===== config.mk =====
export PLATFORM = sky130hd
export DESIGN_NAME = da_dct_row_seq_flat
export DESIGN_NICKNAME = d
export VERILOG_FILES = /design/src/rtl/da_dct_row_seq_if.sv /design/src/rtl/da_dct_row_seq.sv /design/src/flat_wrapper.sv
export SDC_FILE = /design/constraint.sdc
export NUM_CORES = 1
export LEC_CHECK = 0
export BUFFER_PORTS_ARGS = -buffer_cell sky130_fd_sc_hd__buf_2
export CORE_MARGIN = 3
export CORE_UTILIZATION = 25
export CTS_CLUSTER_SIZE = 14
export DETAILED_ROUTE_END_ITERATION = 8
export PLACE_DENSITY = 0.39
export SYNTH_ARGS = -nofsm -noshare
export SYNTH_HDL_FRONTEND = slang
export SYNTH_SLANG_ARGS = --single-unit

===== constraint.sdc =====
create_clock -name clk -period 8.4 [get_ports clk]
set_input_delay 0.42 -clock clk [delete_from_list [all_inputs] [get_ports clk]]
set_output_delay 0.42 -clock clk [all_outputs]
set_load 0.01 [all_outputs]

===== src/rtl/da_dct_row_seq_if.sv =====
// da_dct_row_seq_if: handshake, sample, ROM and coefficient signals of the
// bit-serial DA DCT sequencer. The master modport is the sequencer's view;
// the slave modport is the surrounding system (sample buffer, ROM, RLE stage).
interface da_dct_row_seq_if #(
    parameter int DATA_W = 16,
    parameter int ROM_W  = 16,
    parameter int OUT_W  = 16
);
    logic                     in_valid;
    logic                     in_ready;
    logic signed [DATA_W-1:0] x0;
    logic signed [DATA_W-1:0] x1;
    logic signed [DATA_W-1:0] x2;
    logic signed [DATA_W-1:0] x3;
    logic [2:0]               rom_addr;
    logic                     rom_cs;
    logic signed [ROM_W-1:0]  rom_data;
    logic                     out_valid;
    logic                     out_ready;
    logic signed [OUT_W-1:0]  out_data;
    logic                     busy;

    modport master (
        input  in_valid, x0, x1, x2, x3, rom_data, out_ready,
        output in_ready, rom_addr, rom_cs, out_valid, out_data, busy
    );

    modport slave (
        output in_valid, x0, x1, x2, x3, rom_data, out_ready,
        input  in_ready, rom_addr, rom_cs, out_valid, out_data, busy
    );
endinterface


===== src/rtl/da_dct_row_seq.sv =====
// da_dct_row_seq: bit-serial distributed-arithmetic sequencer producing one
// 4-point DCT coefficient. Latches four signed samples, walks their bit
// slices MSB-first, addresses an offset-binary coefficient ROM once per bit
// and shift-accumulates the returned words.
// Optional feature: define DA_SAT_EN to saturate the output to the signed
// OUT_W range instead of wrapping (truncating) it.
module da_dct_row_seq #(
    parameter int DATA_W  = 16,
    parameter int ROM_W   = 16,
    parameter int ACC_W   = 33,
    parameter int OUT_W   = 16,
    parameter int FRAC_SH = 0
) (
    input  logic             clk,
    input  logic             rst_n,
    da_dct_row_seq_if.master bus
);
    localparam int            JW    = (DATA_W > 1) ? $clog2(DATA_W) : 1;
    localparam logic [JW-1:0] J_MSB = JW'(DATA_W - 1);

`ifdef DA_SAT_EN
    localparam logic signed [ACC_W-1:0] SAT_MAX =
        {{(ACC_W-OUT_W+1){1'b0}}, {(OUT_W-1){1'b1}}};
    localparam logic signed [ACC_W-1:0] SAT_MIN =
        {{(ACC_W-OUT_W+1){1'b1}}, {(OUT_W-1){1'b0}}};
`endif

    typedef enum logic [1:0] {
        IDLE = 2'd0,
        ITER = 2'd1,
        OUT  = 2'd2
    } state_t;

    state_t                   state_q, state_d;
    logic signed [DATA_W-1:0] x0_q, x0_d;
    logic signed [DATA_W-1:0] x1_q, x1_d;
    logic signed [DATA_W-1:0] x2_q, x2_d;
    logic signed [DATA_W-1:0] x3_q, x3_d;
    logic [JW-1:0]            j_q, j_d;
    logic signed [ACC_W-1:0]  acc_q, acc_d;
    logic signed [OUT_W-1:0]  out_q, out_d;

    logic signed [ACC_W-1:0]  rom_ext;
    logic signed [ACC_W-1:0]  term;
    logic signed [ACC_W-1:0]  acc_sh;
    logic [2:0]               rom_addr_c;
    logic                     in_ready_c;
    logic                     rom_cs_c;
    logic                     out_valid_c;
    logic                     busy_c;

    // Scale the finished accumulator down by FRAC_SH and fit it to OUT_W.
    function automatic logic signed [OUT_W-1:0] shape_out(input logic signed [ACC_W-1:0] a);
`ifdef DA_SAT_EN
        logic signed [ACC_W-1:0] s;
        s = a >>> FRAC_SH;
        if (s > SAT_MAX) begin
            return SAT_MAX[OUT_W-1:0];
        end
        if (s < SAT_MIN) begin
            return SAT_MIN[OUT_W-1:0];
        end
        return s[OUT_W-1:0];
`else
        return OUT_W'(a >>> FRAC_SH);
`endif
    endfunction

    // Next state, datapath update and state-decoded outputs.
    always_comb begin
        state_d     = state_q;
        x0_d        = x0_q;
        x1_d        = x1_q;
        x2_d        = x2_q;
        x3_d        = x3_q;
        j_d         = j_q;
        acc_d       = acc_q;
        out_d       = out_q;
        rom_ext     = '0;
        term        = '0;
        acc_sh      = '0;
        rom_addr_c  = 3'b000;
        in_ready_c  = 1'b0;
        rom_cs_c    = 1'b0;
        out_valid_c = 1'b0;
        busy_c      = 1'b0;

        unique case (state_q)
            IDLE: begin
                in_ready_c = 1'b1;
                if (bus.in_valid) begin
                    x0_d    = bus.x0;
                    x1_d    = bus.x1;
                    x2_d    = bus.x2;
                    x3_d    = bus.x3;
                    acc_d   = '0;
                    j_d     = J_MSB;
                    state_d = ITER;
                end
            end

            ITER: begin
                rom_cs_c = 1'b1;
                busy_c   = 1'b1;
                // Offset-binary addressing: x0's bit selects the sign of the
                // ROM word, the other three bits are taken relative to it.
                rom_addr_c = {x1_q[j_q] ^ x0_q[j_q],
                              x2_q[j_q] ^ x0_q[j_q],
                              x3_q[j_q] ^ x0_q[j_q]};
                rom_ext = {{(ACC_W-ROM_W){bus.rom_data[ROM_W-1]}}, bus.rom_data};
                term    = x0_q[j_q] ? -rom_ext : rom_ext;
                acc_sh  = acc_q <<< 1;
                // The sign-bit slice carries negative weight.
                acc_d   = (j_q == J_MSB) ? (acc_sh - term) : (acc_sh + term);
                if (j_q == '0) begin
                    out_d   = shape_out(acc_d);
                    state_d = OUT;
                end else begin
                    j_d = j_q - JW'(1);
                end
            end

            OUT: begin
                out_valid_c = 1'b1;
                busy_c      = 1'b1;
                if (bus.out_ready) begin
                    state_d = IDLE;
                end
            end

            default: begin
                state_d = IDLE;
            end
        endcase
    end

    // State, latched samples, bit counter, accumulator and output register.
    always_ff @(posedge clk or negedge rst_n) begin
        if (!rst_n) begin
            state_q <= IDLE;
            x0_q    <= '0;
            x1_q    <= '0;
            x2_q    <= '0;
            x3_q    <= '0;
            j_q     <= '0;
            acc_q   <= '0;
            out_q   <= '0;
        end else begin
            state_q <= state_d;
            x0_q    <= x0_d;
            x1_q    <= x1_d;
            x2_q    <= x2_d;
            x3_q    <= x3_d;
            j_q     <= j_d;
            acc_q   <= acc_d;
            out_q   <= out_d;
        end
    end

    assign bus.in_ready  = in_ready_c;
    assign bus.rom_cs    = rom_cs_c;
    assign bus.rom_addr  = rom_addr_c;
    assign bus.out_valid = out_valid_c;
    assign bus.out_data  = out_q;
    assign bus.busy      = busy_c;
endmodule


===== src/flat_wrapper.sv =====
// flat-port wrapper written by rule: the top's interface ports become plain ports
module da_dct_row_seq_flat 
#(
    parameter int DATA_W  = 16,
    parameter int ROM_W   = 16,
    parameter int ACC_W   = 33,
    parameter int OUT_W   = 16,
    parameter int FRAC_SH = 0
)
  (clk, rst_n, bus_in_valid, bus_x0, bus_x1, bus_x2, bus_x3, bus_rom_data, bus_out_ready, bus_in_ready, bus_rom_addr, bus_rom_cs, bus_out_valid, bus_out_data, bus_busy);
  da_dct_row_seq_if #(.DATA_W(DATA_W), .ROM_W(ROM_W), .OUT_W(OUT_W)) bus_i ();
  input  logic clk;
  input  logic rst_n;
  input wire logic [$bits(bus_i.in_valid)-1:0] bus_in_valid;
  input wire logic [$bits(bus_i.x0)-1:0] bus_x0;
  input wire logic [$bits(bus_i.x1)-1:0] bus_x1;
  input wire logic [$bits(bus_i.x2)-1:0] bus_x2;
  input wire logic [$bits(bus_i.x3)-1:0] bus_x3;
  input wire logic [$bits(bus_i.rom_data)-1:0] bus_rom_data;
  input wire logic [$bits(bus_i.out_ready)-1:0] bus_out_ready;
  output wire logic [$bits(bus_i.in_ready)-1:0] bus_in_ready;
  output wire logic [$bits(bus_i.rom_addr)-1:0] bus_rom_addr;
  output wire logic [$bits(bus_i.rom_cs)-1:0] bus_rom_cs;
  output wire logic [$bits(bus_i.out_valid)-1:0] bus_out_valid;
  output wire logic [$bits(bus_i.out_data)-1:0] bus_out_data;
  output wire logic [$bits(bus_i.busy)-1:0] bus_busy;
  assign bus_i.in_valid = bus_in_valid;
  assign bus_i.x0 = bus_x0;
  assign bus_i.x1 = bus_x1;
  assign bus_i.x2 = bus_x2;
  assign bus_i.x3 = bus_x3;
  assign bus_i.rom_data = bus_rom_data;
  assign bus_i.out_ready = bus_out_ready;
  assign bus_in_ready = bus_i.in_ready;
  assign bus_rom_addr = bus_i.rom_addr;
  assign bus_rom_cs = bus_i.rom_cs;
  assign bus_out_valid = bus_i.out_valid;
  assign bus_out_data = bus_i.out_data;
  assign bus_busy = bus_i.busy;
  da_dct_row_seq #(.DATA_W(DATA_W), .ROM_W(ROM_W), .ACC_W(ACC_W), .OUT_W(OUT_W), .FRAC_SH(FRAC_SH)) u_core (.clk(clk), .rst_n(rst_n), .bus(bus_i));
endmodule

---- Word-level counts from Yosys, hierarchy flattened ----
Cells that the tools add are included.
Widths: inputs -> output; s select.
word-level totals
  output and inout bits ................... 23
  logic and storage cells ................. 56
  bits in registers ....................... 101
  input bits .............................. 84
operators by class
  $add $sub $neg .......................... 4
  $lt $le $gt $ge ......................... 1
  multiplexer cells ....................... 24
  bitwise logic cells ..................... 3
  equal/unequal tests ..................... 7
  reductions and logical operators ........ 9
operators by type and width
  cell                 count
  $mux 16              2
  $pmux 15 s2          1
  $add 16x16->16       1
  $bmux 1 s4           4
  $neg 16->16          1
  $sub 16x16->16       1
  $mux 15              1
  $mux 1               8
  $mux 4               2
  $pmux 4 s2           1
  $mux 2               3
  $ne 2x2->1 const B   3
  $pmux 2 s3           1
  $reduce_and 2->1     3
  $reduce_and 3->1     2
  $lt 4x5->1 const B   1
  $eq 4x4->1 const B   1
  $logic_not 4->1      1
  $sub 4x1->4 const B  1
  $mux 3               1
  $xor 1x1->1          3
  $eq 2x1->1 const B   1
  $eq 2x2->1 const B   1
  $logic_not 2->1      1
  3 further kinds      3

---- Depth between registers and ports, before layout ----
  depth after elaboration ................. 6
  gate-level depth with buffers ........... 18
  mapped depth without buffers ............ 15

---- Least setup slack after synthesis ----
Ideal clock, no wire load.
  kind .................................... register to register
  start point ............................. register u_core.j_q[0]
  end point ............................... register u_core.out_q[11] (netlist: u_core.bus.out_data[11])
  stages on the path, launching flop included .. 15
  clock period less this slack ............ 3.516 ns
  library setup time ...................... 0.134 ns
  arrival time ............................ 3.382 ns
  slack ................................... 4.884 ns
  cells stage by stage .................... dfrtp_1 mux4_2 o2111ai_2 and2_1 buf_4 mux2_2 ha_1 fa_1 a211oi_1 o21bai_1 o22ai_1 o31ai_1 a22oi_1 xnor2_1 o21ai_0
on the way
  longest elaborated chain between the ends .. 5
RTL lines
  item                                                     line                   RTL
  from (decl)                                              da_dct_row_seq.sv:39   logic [JW-1:0] j_q, j_d;
  from (signal assigned)                                   da_dct_row_seq.sv:154  j_q <= j_d;
  $bmux 1 s4                                               da_dct_row_seq.sv:111  term = x0_q[j_q] ? -rom_ext : rom_ext;
  $mux 1 (not written as such)                             da_dct_row_seq.sv:111
  $mux 16                                                  da_dct_row_seq.sv:111
  $add 16x16->16 / $sub 16x16->16 (equally long branches)  da_dct_row_seq.sv:114  acc_d = (j_q == J_MSB) ? (acc_sh - term) : (acc_sh + term);
  $mux 16                                                  da_dct_row_seq.sv:114
  to (signal assigned)                                     da_dct_row_seq.sv:156  out_q <= out_d;
  to (decl)                                                da_dct_row_seq.sv:41   logic signed [OUT_W-1:0] out_q, out_d;
Several ways; a longest one is shown, not always the timed one. The select of a mux whose other input is x is not followed.
A chain may end at the register's enable or synchronous reset.

---- Final worst setup path ----
  start point ............................. register u_core.j_q[1]
  end point ............................... register u_core.acc_q[13]
on the way
  longest elaborated chain between the ends .. 6
RTL lines
  item                                                     line                   RTL
  $bmux 1 s4                                               da_dct_row_seq.sv:111
  $mux 1 (not written as such)                             da_dct_row_seq.sv:111
  $mux 16                                                  da_dct_row_seq.sv:111
  $add 16x16->16 / $sub 16x16->16 (equally long branches)  da_dct_row_seq.sv:114
  $mux 16 *                                                da_dct_row_seq.sv:114
  $pmux 15 s2 *                                            da_dct_row_seq.sv:88   unique case (state_q)
  to (signal assigned)                                     da_dct_row_seq.sv:146  acc_q <= '0;
  to (signal assigned)                                     da_dct_row_seq.sv:155  acc_q <= acc_d;
  to (decl)                                                da_dct_row_seq.sv:40   logic signed [ACC_W-1:0] acc_q, acc_d;
Mark *: on every way between the ends. The rest lies on a longest branch, timed or not. The select of a mux whose other input is x is not followed.

==> impl_metrics.tcl <==
set metrics [dict create \
    status "finished, final reports clean" \
    dpl.hpwl_um 13600 \
    drtAntennaViolNets 0 \
    ys.flop_type "dfrtp_1" \
    antenna_found_initial 3 \
    post_cts_buffers 0 \
    ys_seq_elements 101 \
    finalSetupViolations 0 \
    synth_fp_nets 718 \
    intPower_mw 1.89 \
    fmax_ghz 0.200 \
    max-slew-margin-rel_pct 32.2 \
    clk_latency_ns 0.36 \
    ios 107 \
    layout-drive-gt1-share_pct 32.4 \
    ir_drop_mv 0.120 \
    clock_sinks 101 \
    cp.required_ns 8.64 \
    switching_share_pct 46.7 \
    cts_tree "yes" \
    end_kind "flip-flop" \
    io_buffer_count 106 \
    drv_slew 0 \
    slowest_delay_ns 0.99 \
    power_density_mw_per_mm2 477 \
    period_minus_slack_ns 4.99 \
    path_buf_inv 0 \
    worst_pin_slew_ns 1.02 \
    dr.first_iter.drc_count 203 \
    grt_use_total_pct 13.5 \
    hold_viol_final 0 \
    synth.largest_area_cell "dfrtp_1" \
    yosysTopAreaCellShare_pct 40.3 \
    crit_family "compound AO/OA/AOI/OAI gates" \
    skew_ns 0.00558 \
    power_switching_mw 1.65 \
    cts_made_buffers 9 \
    crit_chain "mux4_2 > o2111ai_2 > and2_1 > mux2_2 > ha_1 > fa_1 > a211oi_1 > o21bai_1 > o22ai_1 > o21ai_0 > a21oi_1 > or4_1 > nand3_1" \
    grt_pass1_vias 5107 \
    ys_warn_count 0 \
    worstPathArrival_ns 5.23 \
    hold_class "in -> async" \
    leakage_nw 3.36 \
    die_x_um 164 \
    wl_per_cell_um 17.5 \
    drt_wl_total_um 17800 \
    async_flop_share_pct 100 \
    combPwrFrac_pct 63.0 \
    drc 0 \
    dr_wl_met2_um 8530 \
    post-route-period-util_pct 59.4 \
    synth_seq_area_share_pct 40.3 \
    clock_power_share_pct 12.9 \
    syn_area_mm2 0.00627 \
    syn_avg_cell_area_um2 10.5 \
    core_area_mm2 0.0245 \
    vias 4785 \
    drt_pass1_iterations 5 \
    crit_type "reg -> reg" \
    via_per_inst 4.71 \
    rsz0062_at_grt "false" \
    htree_levels 3 \
    yosysUniqueCellTypes 62 \
    start_util_pct 25.6 \
    syn_to_final_growth_pct 18.4 \
    ctsRootBufferMaster "clkbuf_16" \
    post_cts_resized 0 \
    rows 57 \
    path_clk_slew_ns 0.08 \
    final_area_mm2 0.00742 \
    cts_buffer_depth 2 \
    cp_max_fo 21 \
    p_seq_share_pct 24.1 \
    grt_pass1_wl_um 28200 \
    start_kind "flip-flop" \
    ys_top_cells_by_area "dfrtp_1 40%, mux2_2 12%, ha_1 7.2%" \
    synth_edf_count 0 \
    antenna_cells 0 \
    die_h_um 164 \
    wl_met1_um 8030 \
    critical_path.slowest_cell "dfrtp_1" \
    cap_violations 0 \
    final_nets 808 \
    routed.top_layer "met5" \
    postSynthCellCount 596 \
    dr_wl_met3_um 1020 \
    holdBufCountCts 0 \
    fin_setup_tns_ns 0 \
    gr-total-overflow 0 \
    dpl_cell_area_mm2 0.00710 \
    die_area_mm2 0.0270 \
    gp_congestion 0.865 \
    grt_max_degree 60 \
]
[through the flow]
step                utilization (%)  setup WS [ns]  cells  power (mW)  hold WS, ns
CTS                            30.4           3.28   1015        3.59       0.0688
detailed placement             29.0           3.28    999        3.11        0.464
finish                         30.4           3.41   1015        3.54       0.0540
global route                   30.4           2.95   1015        3.88       0.0896
floorplan                         -           4.88    596        2.53        0.124
global placement               29.0           3.36    999        3.11        0.463
[Yosys cell counts, drive strengths merged, types with 4 or more instances]
cell type  count
o211ai         7
nand2         46
xnor2         14
nor2b          6
inv           37
dfrtp        101
a31oi          4
a211oi         8
mux2i          9
o21ai         37
xor2          15
o31ai          5
nand2b         4
nand4          5
clkbuf        17
buf           15
mux2          66
ha            36
and2           8
nand3         12
mux4          16
a21oi         37
nor3          12
nor2          34
or3            5
o21bai         4
[final cells by class]
type                       instances  area, um^2
clock buffer                       9         225
clock inverter                     7         103
fill                            2563       17000
inverter                          37         139
multi-input combinational        426        3450
sequential                       101        2530
tap                              324         405
timing repair buffer             111         571
[registers in the layout (all words and copies together) (netlist names)]
signal               flops
u_core.acc_q            15
u_core.x1_q             16
u_core.state_q           2
u_core.x3_q             16
u_core.x2_q             16
u_core.x0_q             16
u_core.j_q               4
u_core.bus.out_data     16
[cell families (layout without fill, tap and decap cells)]
logic type               after synthesis  after routing  share of synthesized area, %
AO/OA/AOI/OAI                        125            125                          12.6
XOR/XNOR                              29             29                          4.29
multiplexers                          91             91                          19.0
adder cells (fa/ha/maj)               38             38                          7.82
buffers and inverters                 69            164                          4.67
flip-flops                           101            101                          40.3
AND/OR/NAND/NOR                      143            143                          11.3
[power groups by stage]
stage | combinational, mW | sequential (mW) | clock (mW)
after detailed placement | 2.24 | 0.869 | 0
after CTS | 2.25 | 0.859 | 0.479
final | 2.23 | 0.853 | 0.458
after global placement | 2.25 | 0.863 | 0
after floorplan | 1.72 | 0.805 | 0
after global routing | 2.50 | 0.882 | 0.491
[routing by layer]
metal | up-vias | global-route usage (%)
met5 | - | 0
li1 | 2313 | -
met4 | 6 | 2.86
met2 | 109 | 22.6
met1 | 2343 | 17.3
met3 | 14 | 3.81
[layout by cell type, fill, tap and decap left out, types with 3 or more instances in the layout]
| master | instances |
|---|---|
| o211ai_1 | 7 |
| nand3_1 | 12 |
| nor2b_1 | 6 |
| a31oi_1 | 4 |
| dfrtp_1 | 101 |
| mux4_2 | 16 |
| buf_4 | 6 |
| nand2b_1 | 4 |
| a21oi_2 | 4 |
| nor2_1 | 34 |
| nand2_1 | 45 |
| clkbuf_16 | 9 |
| ha_1 | 36 |
| a211oi_1 | 8 |
| a21o_1 | 3 |
| buf_2 | 105 |
| xnor2_1 | 12 |
| xor2_1 | 15 |
| o21bai_1 | 4 |
| and2_1 | 8 |
| o31ai_1 | 5 |
| nor3_1 | 12 |
| o21ai_0 | 36 |
| mux2i_1 | 9 |
| inv_1 | 35 |
| a21oi_1 | 33 |
| mux2_2 | 66 |
| nand4_1 | 5 |
| or3_1 | 4 |
[path summary, 6_finish.rpt]
kind | from | endpoint | slack [ns] | cells after the start
max | u_core.j_q[1]$_DFFE_PN0P_ | u_core.acc_q[13]$_DFFE_PN0P_ | 3.41 | 13
min | rst_n | u_core.x1_q[2]$_DFFE_PN0P_ | 0.05 | 1
max reg2reg | u_core.j_q[1]$_DFFE_PN0P_ | u_core.acc_q[13]$_DFFE_PN0P_ | 3.41 | 13
min reg2reg | u_core.bus.out_data[7]$_DFFE_PN0P_ | u_core.bus.out_data[7]$_DFFE_PN0P_ | 0.47 | 2
max in group asynchronous | rst_n | u_core.acc_q[2]$_DFFE_PN0P_ | 7.15 | 2
min in group clk | bus_x2[7] | u_core.x2_q[7]$_DFFE_PN0P_ | 0.29 | 2
Power figures use the tool's default switching activity.
